### config.mk
export PLATFORM = sky130hd
export DESIGN_NAME = bcd_div11_seq
export DESIGN_NICKNAME = d
export VERILOG_FILES = /design/src/rtl/bcd_div11_pkg.sv /design/src/rtl/div11_step.sv /design/src/rtl/bcd_div11_seq.sv
export SDC_FILE = /design/constraint.sdc
export NUM_CORES = 1
export LEC_CHECK = 0
export BUFFER_PORTS_ARGS = -buffer_cell sky130_fd_sc_hd__buf_2
export CAP_MARGIN = 20
export CORE_ASPECT_RATIO = 1.2
export CORE_MARGIN = 4
export CORE_UTILIZATION = 37
export CTS_CLUSTER_DIAMETER = 80
export DETAILED_ROUTE_END_ITERATION = 7
export GPL_ROUTABILITY_DRIVEN = 0
export HOLD_SLACK_MARGIN = 0.03
export MAX_ROUTING_LAYER = met4
export PLACE_DENSITY_LB_ADDON = 0.05
export RECOVER_POWER = 50
export SLEW_MARGIN = 30
export SYNTH_ARGS = -nofsm -noshare
export SYNTH_HDL_FRONTEND = slang
export SYNTH_HIERARCHICAL = 1
export SYNTH_SLANG_ARGS = --single-unit
### constraint.sdc
create_clock -name clk_i -period 2.7 [get_ports clk_i]
set_input_delay 0.27 -clock clk_i [delete_from_list [all_inputs] [get_ports clk_i]]
set_output_delay 0.27 -clock clk_i [all_outputs]
set_load 0.02 [all_outputs]
### src/rtl/bcd_div11_pkg.sv
// rtl/bcd_div11_pkg.sv - shared types and constants for the BCD mod-11 sequencer
package bcd_div11_pkg;

    typedef enum logic [1:0] {
        S_WAIT   = 2'd0,
        S_STEP   = 2'd1,
        S_RESULT = 2'd2
    } state_e;

    localparam logic [3:0] MOD         = 4'd11;
    localparam int         DIGIT_W     = 4;
    localparam int         BEAT_DIGITS = 4;

    // Beats claiming more than four digits are treated as full beats.
    function automatic logic [2:0] clamp_ndig(input logic [2:0] n);
        return (n > 3'd4) ? 3'd4 : n;
    endfunction

endpackage

### src/rtl/div11_step.sv
// rtl/div11_step.sv - one Horner step of mod-11 reduction: r_next = (d - r) mod 11
module div11_step
    import bcd_div11_pkg::*;
(
    input  logic [DIGIT_W-1:0] d_i,
    input  logic [DIGIT_W-1:0] r_i,
    output logic [DIGIT_W-1:0] r_next_o,
    output logic               bad_o
);

    logic [4:0] diff;

    always_comb begin
        diff  = 5'd0;
        bad_o = (d_i > 4'd9);
        if (d_i >= r_i) begin
            diff = {1'b0, d_i} - {1'b0, r_i};
        end else begin
            diff = {1'b0, d_i} + {1'b0, MOD} - {1'b0, r_i};
        end
        // A non-BCD digit leaves the running remainder untouched.
        r_next_o = bad_o ? r_i : diff[3:0];
    end

endmodule

### src/rtl/bcd_div11_seq.sv
// rtl/bcd_div11_seq.sv - streams BCD beats digit by digit and reports the number mod 11
module bcd_div11_seq
    import bcd_div11_pkg::*;
#(
    parameter  int MAX_DIGITS = 32,
    localparam int CW         = $clog2(MAX_DIGITS + 1)
) (
    input  logic                           clk_i,
    input  logic                           rst_ni,
    input  logic                           in_valid_i,
    output logic                           in_ready_o,
    input  logic [BEAT_DIGITS*DIGIT_W-1:0] in_data_i,
    input  logic [2:0]                     in_ndig_i,
    input  logic                           in_last_i,
    output logic                           res_valid_o,
    input  logic                           res_ready_i,
    output logic [DIGIT_W-1:0]             res_rem_o,
    output logic                           res_div_o,
    output logic                           res_err_o,
    output logic [CW-1:0]                  res_ndig_o
);

    state_e                           state_q, state_d;
    logic [BEAT_DIGITS*DIGIT_W-1:0]   data_q, data_d;
    logic [1:0]                       idx_q, idx_d;
    logic                             last_q, last_d;
    logic [DIGIT_W-1:0]               rem_q, rem_d;
    logic [CW-1:0]                    cnt_q, cnt_d;
    logic                             err_q, err_d;

    logic                             accept;
    logic [2:0]                       ndig_c;
    logic [DIGIT_W-1:0]               digit;
    logic [DIGIT_W-1:0]               step_rem;
    logic                             step_bad;
    logic                             cnt_full;

    assign accept   = in_valid_i & in_ready_o;
    assign ndig_c   = clamp_ndig(in_ndig_i);
    assign digit    = data_q[{idx_q, 2'b00} +: DIGIT_W];
    assign cnt_full = (cnt_q == CW'(MAX_DIGITS));

    div11_step u_step (
        .d_i      (digit),
        .r_i      (rem_q),
        .r_next_o (step_rem),
        .bad_o    (step_bad)
    );

    always_ff @(posedge clk_i or negedge rst_ni) begin
        if (!rst_ni) begin
            state_q <= S_WAIT;
        end else begin
            state_q <= state_d;
        end
    end

    always_comb begin
        state_d = state_q;
        case (state_q)
            S_WAIT: begin
                if (accept) begin
                    if (ndig_c != 3'd0) state_d = S_STEP;
                    else if (in_last_i) state_d = S_RESULT;
                end
            end
            S_STEP: begin
                if (idx_q == 2'd0) state_d = last_q ? S_RESULT : S_WAIT;
            end
            S_RESULT: begin
                if (res_ready_i) state_d = S_WAIT;
            end
            default: state_d = S_WAIT;
        endcase
    end

    always_comb begin
        in_ready_o  = (state_q == S_WAIT);
        res_valid_o = (state_q == S_RESULT);
        res_div_o   = res_valid_o && (rem_q == '0) && !err_q;
        res_rem_o   = rem_q;
        res_err_o   = err_q;
        res_ndig_o  = cnt_q;
    end

    always_comb begin
        data_d = data_q;
        idx_d  = idx_q;
        last_d = last_q;
        rem_d  = rem_q;
        cnt_d  = cnt_q;
        err_d  = err_q;
        case (state_q)
            S_WAIT: begin
                if (accept) begin
                    data_d = in_data_i;
                    last_d = in_last_i;
                    idx_d  = ndig_c[1:0] - 2'd1;
                end
            end
            S_STEP: begin
                // Overflow digits still fold into the remainder; only the count saturates.
                rem_d = step_rem;
                err_d = err_q | step_bad | cnt_full;
                cnt_d = cnt_full ? cnt_q : cnt_q + CW'(1);
                idx_d = idx_q - 2'd1;
            end
            S_RESULT: begin
                if (res_ready_i) begin
                    rem_d = '0;
                    cnt_d = '0;
                    err_d = 1'b0;
                end
            end
            default: ;
        endcase
    end

    always_ff @(posedge clk_i or negedge rst_ni) begin
        if (!rst_ni) begin
            data_q <= '0;
            idx_q  <= '0;
            last_q <= 1'b0;
            rem_q  <= '0;
            cnt_q  <= '0;
            err_q  <= 1'b0;
        end else begin
            data_q <= data_d;
            idx_q  <= idx_d;
            last_q <= last_d;
            rem_q  <= rem_d;
            cnt_q  <= cnt_d;
            err_q  <= err_d;
        end
    end

endmodule

Yosys cells after proc, flatten, opt, wreduce, memory -nomap -nowiden

Index checks and enable logic that the tools add are counted.

Bits in read-only memories: 0
Memories: 0
Output and inout port bits: 14
Memory bits (writable): 0
Bits in latches: 0
Bits in registers: 32
Input port bits: 24
Logic and storage cells: 63

Bitwise logic cells: 3
Add/subtract/negate cells: 6
$lt $le $gt $ge: 3
Eq/ne operators: 9
Shift operators: 1
Multiply operators: 0
Reduce and logical (&&, ||, !) cells: 15
Multiplexer cells: 19
Div/mod/pow operators: 0

Operators by type and width:

| cell                                              | count |
|---|---|
| indexed part select 16 x 5 -> 4 bit               | 1 |
| two-way mux 2 bit                                 | 7 |
| two-way mux 4 bit                                 | 3 |
| two-way mux 6 bit                                 | 2 |
| case mux 6 bit (2 select lines)                   | 1 |
| case mux 4 bit (2 select lines)                   | 1 |
| subtractor 4 bit                                  | 2 |
| adder 6 x 1 -> 6 bit (second input constant)      | 1 |
| == test 6 bit (second input constant)             | 1 |
| != test 2 bit (second input constant)             | 3 |
| case mux 2 bit (3 select lines)                   | 1 |
| AND reduction 2 bit                               | 3 |
| AND reduction 3 bit                               | 2 |
| adder 4 bit (second input constant)               | 1 |
| >= comparator 4 bit                               | 1 |
| > comparator 4 bit (second input constant)        | 1 |
| logical NOT 2 bit                                 | 2 |
| logical NOT 4 bit                                 | 1 |
| != test 2 x 1 -> 1 bit (second input constant)    | 2 |
| case mux 2 bit (2 select lines)                   | 1 |
| AND reduction 4 bit                               | 1 |
| nonzero test 2 bit                                | 2 |
| subtractor 2 x 1 -> 2 bit (second input constant) | 2 |
| > comparator 3 bit (second input constant)        | 1 |
| other kinds (11)                                  | 13 |

Logic depth before layout (Yosys ltp)

Gate-level depths: netlist of the first run.

Depth in word-level cells: 6
Mapped depth: 12
Gate-level depth less buffers: 11

Modules after synthesis

Netlist of the first run, hierarchy kept.

Modules (own cells, without submodules):

| module        | cells each | times used | area each (um^2) | sequential area each (um^2) |
|---|---|---|---|---|
| bcd_div11_seq | 133        | 1          | 1595.3           | 800.8 |
| div11_step    | 44         | 1          | 351.6            | 0.0 |

Worst setup path before layout of the first run

Ideal clock, no wire load.

Kind: register -> register
From: register idx_q[0]
To: register rem_q[3], in the netlist res_rem_o[3]
Slack: -25 ps
Stages on the path, launching flop included: 12
Period minus slack after synthesis: 2725 ps
Library setup time: 77 ps
Data arrival time: 2647 ps
Buffers on the path: 1
Data required time: 2623 ps
Cell sequence: dfrtp_1 > buf_2 > mux4_2 > ha_1 > ha_1 > fa_1 > xnor2_1 > xnor2_1 > nand2b_1 > a31oi_1 > o22ai_1 > a21oi_1

Longest elaborated chain between the ends: 6
Elaborated cells on any way between the ends: 11
Classes of those cells: 3 x add/sub; 2 x order compare; 1 x eq/ne; 1 x shift; 3 x mux; 1 x reduce/logical

RTL lines:

| element                                 | line                 | source |
|---|---|---|
| start: declaration                      | bcd_div11_seq.sv:25  | `logic [1:0] idx_q, idx_d;` |
| start signal: assignment                | bcd_div11_seq.sv:129 | `idx_q <= idx_d;` |
| indexed part select 16 x 5 -> 4 bit (*) | bcd_div11_seq.sv:40  | `assign digit = data_q[{idx_q, 2'b00} +: DIGIT_W];` |
| via digit[1]                            | bcd_div11_seq.sv:33  | `logic [DIGIT_W-1:0] digit;` |
| adder 4 bit                             | div11_step.sv:19     | `diff = {1'b0, d_i} + {1'b0, MOD} - {1'b0, r_i};` |
| subtractor 4 bit                        | div11_step.sv:19     |  |
| two-way mux 4 bit (*)                   | div11_step.sv:16     | `if (d_i >= r_i) begin` |
| two-way mux 4 bit (*)                   | div11_step.sv:22     | `r_next_o = bad_o ? r_i : diff[3:0];` |
| via step_rem[3]                         | bcd_div11_seq.sv:34  | `logic [DIGIT_W-1:0] step_rem;` |
| case mux 4 bit (2 select lines) (*)     | bcd_div11_seq.sv:93  | `case (state_q)` |
| end signal: assignment                  | bcd_div11_seq.sv:131 | `rem_q <= rem_d;` |
| end: declaration                        | bcd_div11_seq.sv:27  | `logic [DIGIT_W-1:0] rem_q, rem_d;` |

Mark *: on every way through the listed nets, which the timed path passes. The rest lies on a longest branch. The select of a mux whose other input is x is not followed.
A chain may end at the register's enable or synchronous reset.

Worst setup path in the final report of the first run

Ends and elaborated chain as after synthesis.

==> key figures, run 1 <==
CTS
  – Hold buffers post-CTS: 0
  – CTS max path bufs: 2
  – CTS buffer count: 5
  – CTS H-tree depth: 2
  – Clk slew on worst S/H paths: 0.07 ns
  – Clk_lat worst skew: 0.28 ns
  – Root buf cell: clkbuf_8
  – CTS sink count: 32
  – CTS tree: done

Yosys
  – Mux contribution to synthesized area: 16.5%
  – Ys async rst share: 100%
  – Post-Syn Nets: 213
  – Simple-gate share of the synthesized area: 14.2%
  – Avg Cell Area, Syn: 11.0 um^2
  – Post-Syn Instances: 177
  – Post-synthesis cell type count: 43
  – Largest family of logic cells by synthesized area: multiplexers
  – Sequential-to-total area share from yosys stat: 41.1%
  – #FFs+latches synth: 32
  – Mapped cell area: 1950 um^2
  – Ys Warns: 6
  – Post-synthesis compound-gate area fraction: 11.2%
  – Post-synth EDFFs: 0
  – Post-synthesis adder-cell area fraction: 8.87%
  – Synth Area in XOR/XNOR: 2.25%
  – Synth Flop Type: dfrtp_1

Layout
  – Antenna Cells: 0
  – Layout area overhead: 22.4%
  – Share of cells above drive strength 1: 36.8%
  – Most frequent cells in the layout: 32 x dfrtp_1, 30 x buf_2, 17 x mux2_2, 14 x inv_1
  – Final nets: 258
  – Finished Cell Area: 2380 um^2
  – Most common cell after layout, fill and taps aside: dfrtp_1

STA
  – Clock Skew: 0.00286 ns
  – Slew @ Worst Pin: 1.74 ns
  – RSZ-0062 raised after global routing: yes
  – Rel. slew slack: -15.7%
  – Fmax: 0.379 GHz
  – Tmin final: 2.64 ns
  – Max-slew violations: 33
  – Hold Slack: 0.220 ns
  – Final hold violations: 0
  – Period utilization: 97.6%
  – Final setup violating endpoints: 0

Global route
  – First-pass GRT wire length: 7.57 mm
  – Largest net degree at the start of global routing: 33
  – Vias in the first global route: 1611
  – Antenna violations before repair: 0
  – GRT Util Overall: 15.4%
  – GR Overflow Total: 0

Status
  – Failing checks: capacitance limit, slew limit
  – Status: finished with violations

Setup path
  – Worst R2R Setup Slack: 0.06 ns
  – Critical Path Slowest Stage Cell: mux4_2
  – CP Capture Type: flop
  – Crit-path max cell delay: 0.57 ns
  – CP delay by family, top: adder cells
  – Crit path DAT: 2.84 ns
  – CP Cell Sequence: mux4_2 -> ha_4 -> ha_4 -> fa_2 -> xnor2_2 -> xnor2_1 -> nand2b_1 -> a31oi_1 -> o22ai_1 -> a21oi_1
  – Critical path fanouts, max: 3
  – CP required: 2.91 ns
  – Most common cell on crit path: ha_4
  – CP bufs+invs: 0
  – Startpoint Class: flop
  – Setup CP Type: flop to flop

Drt
  – Avg WL per Cell: 15.5 um
  – DR DRC count: 0
  – Final wirelength: 4.38 mm
  – DR pass1 iterations: 4
  – Via Count: 1495
  – 1st-iter DRT viols: 39
  – Vias per inst: 5.28
  – Final ANT Viol Nets: 0

Floorplanning
  – # IOs: 38
  – Die X: 74.2 um
  – Full die area: 6490 um^2
  – CORE AREA: 5010 um^2
  – Starting Density: 38.9%
  – Die Ht: 87.5 um
  – Site row count: 28

Placed design
  – Post-DP HPWL: 3.30 mm
  – DP Area: 2200 um^2
  – Port-buffer cells: 37

Min path
  – Min-Delay Path Class: input port to flop

Job
  – MaxCap Viol Count: 1
## final cells by class
type / count / area (um^2)
fillers: 470 / 2630
multi-input cells: 122 / 1100
flip-flops and latches: 32 / 801
repair buffers: 47 / 255
clock buffers: 7 / 86.3
well taps: 60 / 75.1
inverters: 14 / 52.6
clock inverters: 1 / 7.51
## synthesized netlist by cell type, drive strengths merged (5+ instances only)
master  number  area share [%]
nand2        8             1.7
a21oi       10             2.8
nand3        8             2.1
xnor2        5             2.2
mux2        17             9.8
buf          5             2.4
nor2         8             1.5
dfrtp       32              41
o22ai        5             1.6
ha           9             5.8
inv         14             2.7
nand2b       5             2.0
## metal layers
layer / vias up / share of wire, % / track usage, %
li1: 724 / - / -
met1: 719 / 43 / 19.3
met2: 44 / 49 / 23.8
met3: 8 / 5.3 / 3.23
met4: 0 / 2.1 / 6.80
met5: - / 0 / -
## flip-flops by register name, summed over array words and instances, names as in the netlist
| name | cells |
|---|---|
| data_q | 16 |
| idx_q | 2 |
| last_q | 1 |
| res_err_o | 1 |
| res_ndig_o | 6 |
| res_rem_o | 4 |
| state_q | 2 |
## worst reg2reg max path: stages, from the launching register on
cell and delay, ns:
dfrtp_1 0.38, mux4_2 0.57, ha_4 0.29, ha_4 0.16, fa_2 0.37, xnor2_2 0.15
xnor2_1 0.17, nand2b_1 0.07, a31oi_1 0.16, o22ai_1 0.10, a21oi_1 0.14
## path summary, 6_finish.rpt
path	startpoint	to	cells after the start
min in group asynchronous	rst_ni	res_rem_o[0]$_DFFE_PN0P_	1
min	in_data_i[4]	data_q[4]$_DFFE_PN0P_	2
max	idx_q[0]$_DFFE_PN0P_	res_rem_o[3]$_DFFE_PN0P_	10
max in group asynchronous	rst_ni	idx_q[1]$_DFFE_PN0P_	1
min reg2reg	data_q[10]$_DFFE_PN0P_	data_q[10]$_DFFE_PN0P_	1
max reg2reg	idx_q[0]$_DFFE_PN0P_	res_rem_o[3]$_DFFE_PN0P_	10
## cell families (layout without fill, tap and decap cells)
kind of cell,Yosys count,after routing
AND/OR/NAND/NOR,48,48
AO/OA/AOI/OAI,32,32
flip-flops,32,32
multiplexers,25,25
buffers and inverters,23,69
adder cells (fa/ha/maj),12,12
XOR/XNOR,5,5
## repair_timing
item,in CTS,in global routing
hold endpoints to repair,0,0
endpoints found under the setup margin,1,4
setup buffers,0,3
gates resized for setup,4,9
pin swaps,1,9
## through the flow
stage | setup slack, ns | instances | setup TNS (ns) | util (%)
after detailed placement | -0.0260 | 272 | -0.0260 | 44.0
after floorplan | 0.0254 | 177 | 0 | -
final | 0.0643 | 283 | 0 | 47.6
after CTS | 0.0390 | 280 | 0 | 46.4
after global placement | 0.0259 | 272 | 0 | 44.0
after global routing | -0.113 | 283 | -0.113 | 47.6
Power of run 1 is not shown: default switching activity piles up to over one toggle a cycle in this logic, so the estimate is an artifact.
==> run 2: changes to the inputs <==
--- a/config.mk
+++ b/config.mk
@@ -17,6 +17,7 @@
 export MAX_ROUTING_LAYER = met4
 export PLACE_DENSITY_LB_ADDON = 0.05
 export RECOVER_POWER = 50
+export SETUP_SLACK_MARGIN = 0.2
 export SLEW_MARGIN = 30
 export SYNTH_ARGS = -nofsm -noshare
 export SYNTH_HDL_FRONTEND = slang
==> run 2 against run 1 <==
Effect of this change:
- fmax rose by 3.1%
- critical path depth unchanged
- worst setup slack gained 0.078 ns
- cell count up 0.35%
- global-route usage fell by 0.090 points
- final area hardly changed
- the run still ends with capacitance limit, slew limit left
- clock skew up 0.0047 ns
- core utilization about the same
==> key figures, run 2 (synthesis results as in run 1) <==
Status
  – Status: finished with violations
  – Failing checks: capacitance limit, slew limit

Layout
  – Top register by number of flip-flops: data_q
  – Antenna Cells: 0
  – Layout area overhead: 22.3%
  – Most common cell after layout, fill and taps aside: dfrtp_1
  – Final nets: 259
  – Max reg flops: 16
  – Most frequent cells in the layout: 31 x dfrtp_1, 30 x buf_2, 17 x mux2_2, 12 x inv_1, 10 x buf_4
  – Share of cells above drive strength 1: 38.4%
  – Finished Cell Area: 2380 um^2

Setup path
  – CP bufs+invs: 0
  – Critical path fanouts, max: 4
  – CP Cell Sequence: mux4_2 -> ha_4 -> ha_4 -> fa_2 -> xnor2_2 -> xnor2_1 -> nand2b_1 -> a31oi_1 -> o22ai_1 -> a21oi_1
  – Setup CP Type: flop to flop
  – Startpoint Class: flop
  – CP delay by family, top: adder cells
  – Most common cell on crit path: ha_4
  – CP Capture Type: flop
  – Worst R2R Setup Slack: 0.14 ns
  – Crit-path max cell delay: 0.57 ns
  – Critical Path Slowest Stage Cell: mux4_2
  – CP required: 2.92 ns
  – Crit path DAT: 2.77 ns

CTS
  – Clk_lat worst skew: 0.29 ns
  – Clk slew on worst S/H paths: 0.07 ns
  – Hold buffers post-CTS: 0
  – CTS sink count: 32
  – CTS max path bufs: 2
  – CTS tree: done
  – CTS buffer count: 5
  – CTS H-tree depth: 2
  – Root buf cell: clkbuf_8

Drt
  – Final ANT Viol Nets: 0
  – 1st-iter DRT viols: 62
  – Via Count: 1522
  – Final wirelength: 4.38 mm
  – Vias per inst: 5.36
  – Avg WL per Cell: 15.4 um
  – DR DRC count: 0
  – DR pass1 iterations: 4

Global route
  – GRT Util Overall: 15.3%
  – First-pass GRT wire length: 7.22 mm
  – Met1 usage: 17.3%
  – GR Overflow Total: 0
  – Antenna violations before repair: 0
  – Vias in the first global route: 1530
  – M2 GR Usage: 25.6%
  – Met3 usage: 3.23%
  – Largest net degree at the start of global routing: 33
  – Gr busiest metal: met2

Placed design
  – Post-DP HPWL: 3.23 mm
  – DP Area: 2220 um^2
  – Port-buffer cells: 37
  – Placement Setup Slack: 0.0697 ns

STA
  – Final setup margin: 0.143 ns
  – Slew @ Worst Pin: 1.76 ns
  – Final setup violating endpoints: 0
  – RSZ-0062 raised after global routing: yes
  – Final hold violations: 0
  – Rel. slew slack: -17.2%
  – Period utilization: 94.7%
  – Tmin final: 2.56 ns
  – Max-slew violations: 33
  – Clock Skew: 0.00760 ns
  – Fmax: 0.391 GHz

Power and ir drop
  – Static Leak: 1.07 nW
  – Peak VDD IR: 500 uV
  – Power Density: 1650 nW/um^2

Floorplanning
  – Site row count: 28
  – Full die area: 6490 um^2
  – CORE AREA: 5010 um^2
  – Die X: 74.2 um
  – # IOs: 38
  – Die Ht: 87.5 um
  – Starting Density: 38.9%

Job
  – MaxCap Viol Count: 1

Min path
  – Min-Delay Path Class: input port to flop
## run 2: changes by cell type in the layout (fill, tap and decap cells not counted), sizes merged
cell,before,now
buf,40,41
clkinvlp,1,2
clkbuf,14,13
## run 2: area by class of cell
class	count	area [um^2]
Fill cell	481	2630
Multi-Input combinational cell	122	1090
Sequential cell	32	802
Timing Repair Buffer	48	263
Clock buffer	6	82.6
Tap cell	60	75.1
Inverter	14	52.6
Clock inverter	2	15.0
## run 2: worst paths after layout
check | start | endpoint | cells past startpoint
worst max-delay path | idx_q[0]$_DFFE_PN0P_ | res_rem_o[3]$_DFFE_PN0P_ | 10
min in group asynchronous | rst_ni | res_rem_o[1]$_DFFE_PN0P_ | 1
worst min register to register | data_q[14]$_DFFE_PN0P_ | data_q[14]$_DFFE_PN0P_ | 1
max in group asynchronous | rst_ni | idx_q[0]$_DFFE_PN0P_ | 1
worst max register to register | idx_q[0]$_DFFE_PN0P_ | res_rem_o[3]$_DFFE_PN0P_ | 10
worst min-delay path | in_data_i[5] | data_q[5]$_DFFE_PN0P_ | 2
## run 2: metal layers
metal  routed length (um)  share of wire, %  up-vias
met1                 1750                40      733
met5                    0                 0        -
met4                   91               2.1        0
met2                 2260                52       56
met3                  276               6.3        7
li1                     -                 -      726
## run 2: power breakdown
group          total [mW]  switching (mW)  internal (mW)
Sequential           1.02           0.297          0.725
Clock               0.397           0.190          0.206
Combinational        2.50            1.19           1.31
## run 2: repair_timing
item | 4_1_cts | 5_1_grt
buffers inserted | 1 | 4
gates resized for setup | 2 | 9
pin swaps | 4 | 3
setup endpoints to repair | 2 | 4
## run 2: through the flow
step / hold slack (ns) / TNS, ns / total power [mW] / instances / util, %
global route: 0.199 / -0.00554 / 4.34 / 284 / 47.5
CTS: 0.0584 / 0 / 3.74 / 280 / 46.5
floorplan: -0.0256 / 0 / 2.78 / 177 / -
finish: 0.208 / 0 / 3.92 / 284 / 47.5
detailed placement: 0.380 / 0 / 3.29 / 271 / 44.3
global placement: 0.368 / 0 / 3.25 / 271 / 44.3
Note: power is estimated with default switching activity, not from simulation.
==> run 3: changes to the inputs <==
--- a/config.mk
+++ b/config.mk
@@ -13,6 +13,7 @@
 export CTS_CLUSTER_DIAMETER = 80
 export DETAILED_ROUTE_END_ITERATION = 7
 export GPL_ROUTABILITY_DRIVEN = 0
+export GPL_TIMING_DRIVEN = 0
 export HOLD_SLACK_MARGIN = 0.03
 export MAX_ROUTING_LAYER = met4
 export PLACE_DENSITY_LB_ADDON = 0.05
==> run 3 against run 2 <==
Effect of this change:
- the run still ends with capacitance limit, slew limit left
- largest cell class unchanged
- worst setup slack got worse by 0.045 ns
- critical endpoint unchanged
- fmax down 1.7%
- critical path type unchanged
- hold slack gained 0.019 ns
==> key figures, run 3 (synthesis results as in run 1) <==
Layout
  – Most frequent cells in the layout: 32 x dfrtp_1, 31 x buf_2, 17 x mux2_2, 11 x inv_1, 10 x clkbuf_1
  – Top register by number of flip-flops: data_q
  – Layout area overhead: 25.2%
  – Final nets: 264
  – Finished Cell Area: 2440 um^2
  – Share of cells above drive strength 1: 39.0%
  – Antenna Cells: 0
  – Most common cell after layout, fill and taps aside: dfrtp_1
  – Max reg flops: 16

CTS
  – Root buf cell: clkbuf_8
  – CTS buffer count: 5
  – Clk slew on worst S/H paths: 0.07 ns
  – Clk_lat worst skew: 0.28 ns
  – CTS H-tree depth: 2
  – CTS max path bufs: 2
  – CTS sink count: 32
  – CTS tree: done

Global route
  – First-pass GRT wire length: 7.45 mm
  – Largest net degree at the start of global routing: 33
  – GR Overflow Total: 0
  – Antenna violations before repair: 0
  – GRT Util Overall: 15.6%
  – Vias in the first global route: 1569

Setup path
  – Startpoint Class: flop
  – CP required: 2.91 ns
  – Setup CP Type: flop to flop
  – Crit path DAT: 2.81 ns
  – Most common cell on crit path: ha_4
  – Critical Path Slowest Stage Cell: mux4_2
  – Critical path fanouts, max: 5
  – CP Cell Sequence: buf_6 -> mux4_2 -> ha_4 -> ha_4 -> fa_2 -> xnor2_2 -> xnor2_1 -> nand2b_1 -> a31oi_1 -> o22ai_1 -> a21oi_1
  – CP Capture Type: flop
  – Crit-path max cell delay: 0.56 ns

STA
  – Hold Slack: 0.227 ns
  – Total negative slack: 0 ns
  – Final hold violations: 0
  – Tmin final: 2.60 ns
  – Slew @ Worst Pin: 1.71 ns
  – Final setup violating endpoints: 0
  – RSZ-0062 raised after global routing: yes
  – Period utilization: 96.4%
  – Clock Skew: 0.00721 ns
  – Max-slew violations: 33
  – Rel. slew slack: -14.2%
  – Fmax: 0.384 GHz

Drt
  – Final ANT Viol Nets: 0
  – DR pass1 iterations: 4
  – Final wirelength: 4.57 mm
  – Via Count: 1524
  – Avg WL per Cell: 15.9 um
  – Vias per inst: 5.29
  – 1st-iter DRT viols: 74
  – DR DRC count: 0

Min path
  – Min-Delay Path Class: input port to flop

Status
  – Failing checks: capacitance limit, slew limit
  – Status: finished with violations

Placed design
  – DP Area: 2240 um^2
  – Port-buffer cells: 37
  – Post-DP HPWL: 3.27 mm

Floorplanning
  – CORE AREA: 5010 um^2
  – Starting Density: 38.9%
  – Die X: 74.2 um
  – Die Ht: 87.5 um
  – Full die area: 6490 um^2
  – # IOs: 38
  – Site row count: 28

Job
  – MaxCap Viol Count: 1
## run 3: critical path: cells and delay by family, from the launching register on
| kind | cells | cell delay (ns) |
|---|---|---|
| AO/OA/AOI/OAI | 3 | 0.36 |
| multiplexers | 1 | 0.56 |
| XOR/XNOR | 2 | 0.30 |
| flip-flops | 1 | 0.34 |
| AND/OR/NAND/NOR | 1 | 0.07 |
| adder cells (fa/ha/maj) | 3 | 0.77 |
| buffers and inverters | 1 | 0.13 |
## run 3: path summary, 6_finish.rpt
| path | startpoint | depth (start not counted) | end | slack, ns |
|---|---|---|---|---|
| min in group asynchronous | rst_ni | 1 | res_rem_o[3]$_DFFE_PN0P_ | 0.43 |
| hold reg to reg | data_q[8]$_DFFE_PN0P_ | 1 | data_q[8]$_DFFE_PN0P_ | 0.51 |
| max in group asynchronous | rst_ni | 1 | data_q[6]$_DFFE_PN0P_ | 1.27 |
| hold / removal | in_data_i[8] | 2 | data_q[8]$_DFFE_PN0P_ | 0.23 |
| setup / recovery | idx_q[0]$_DFFE_PN0P_ | 11 | res_rem_o[3]$_DFFE_PN0P_ | 0.1 |
| setup reg to reg | idx_q[0]$_DFFE_PN0P_ | 11 | res_rem_o[3]$_DFFE_PN0P_ | 0.1 |
## run 3: layout make-up
cell class	instances	area [um^2]
multi-input cells	122	1130
fillers	476	2570
clock inverters	1	5.00
well taps	60	75.1
clock buffers	6	72.6
plain buffers	9	68.8
repair buffers	44	234
inverters	14	52.6
flip-flops and latches	32	801
## run 3: stage by stage
step           std cells  utilization (%)  setup slack, ns
6_report             288             48.7           0.0975
5_1_grt              288             48.7          -0.0622
4_1_cts              287             47.7           0.0558
3_5_place_dp         274             44.6          -0.0278
3_3_place_gp         274             44.6         -0.00793
2_1_floorplan        177                -            0.189
## run 3: routing by layer
| layer | global-route usage (%) | routed length [um] | part of all wire [%] |
|---|---|---|---|
| met2 | 25.1 | 2270 | 50 |
| met4 | 4.05 | 25 | 0.55 |
| met5 | - | 0 | 0 |
| met3 | 3.70 | 206 | 4.5 |
| met1 | 19.7 | 2060 | 45 |
## run 3: what timing repair did
item | in CTS | in global routing
endpoints found under the setup margin | 4 | 4
gates cloned | 0 | 0
gates resized for setup | 8 | 9
buffers inserted | 6 | 1
hold buffers | 0 | 0
hold endpoints to repair | 0 | 0
pin swaps | 8 | 9
Power of run 3 is left out for the same reason.
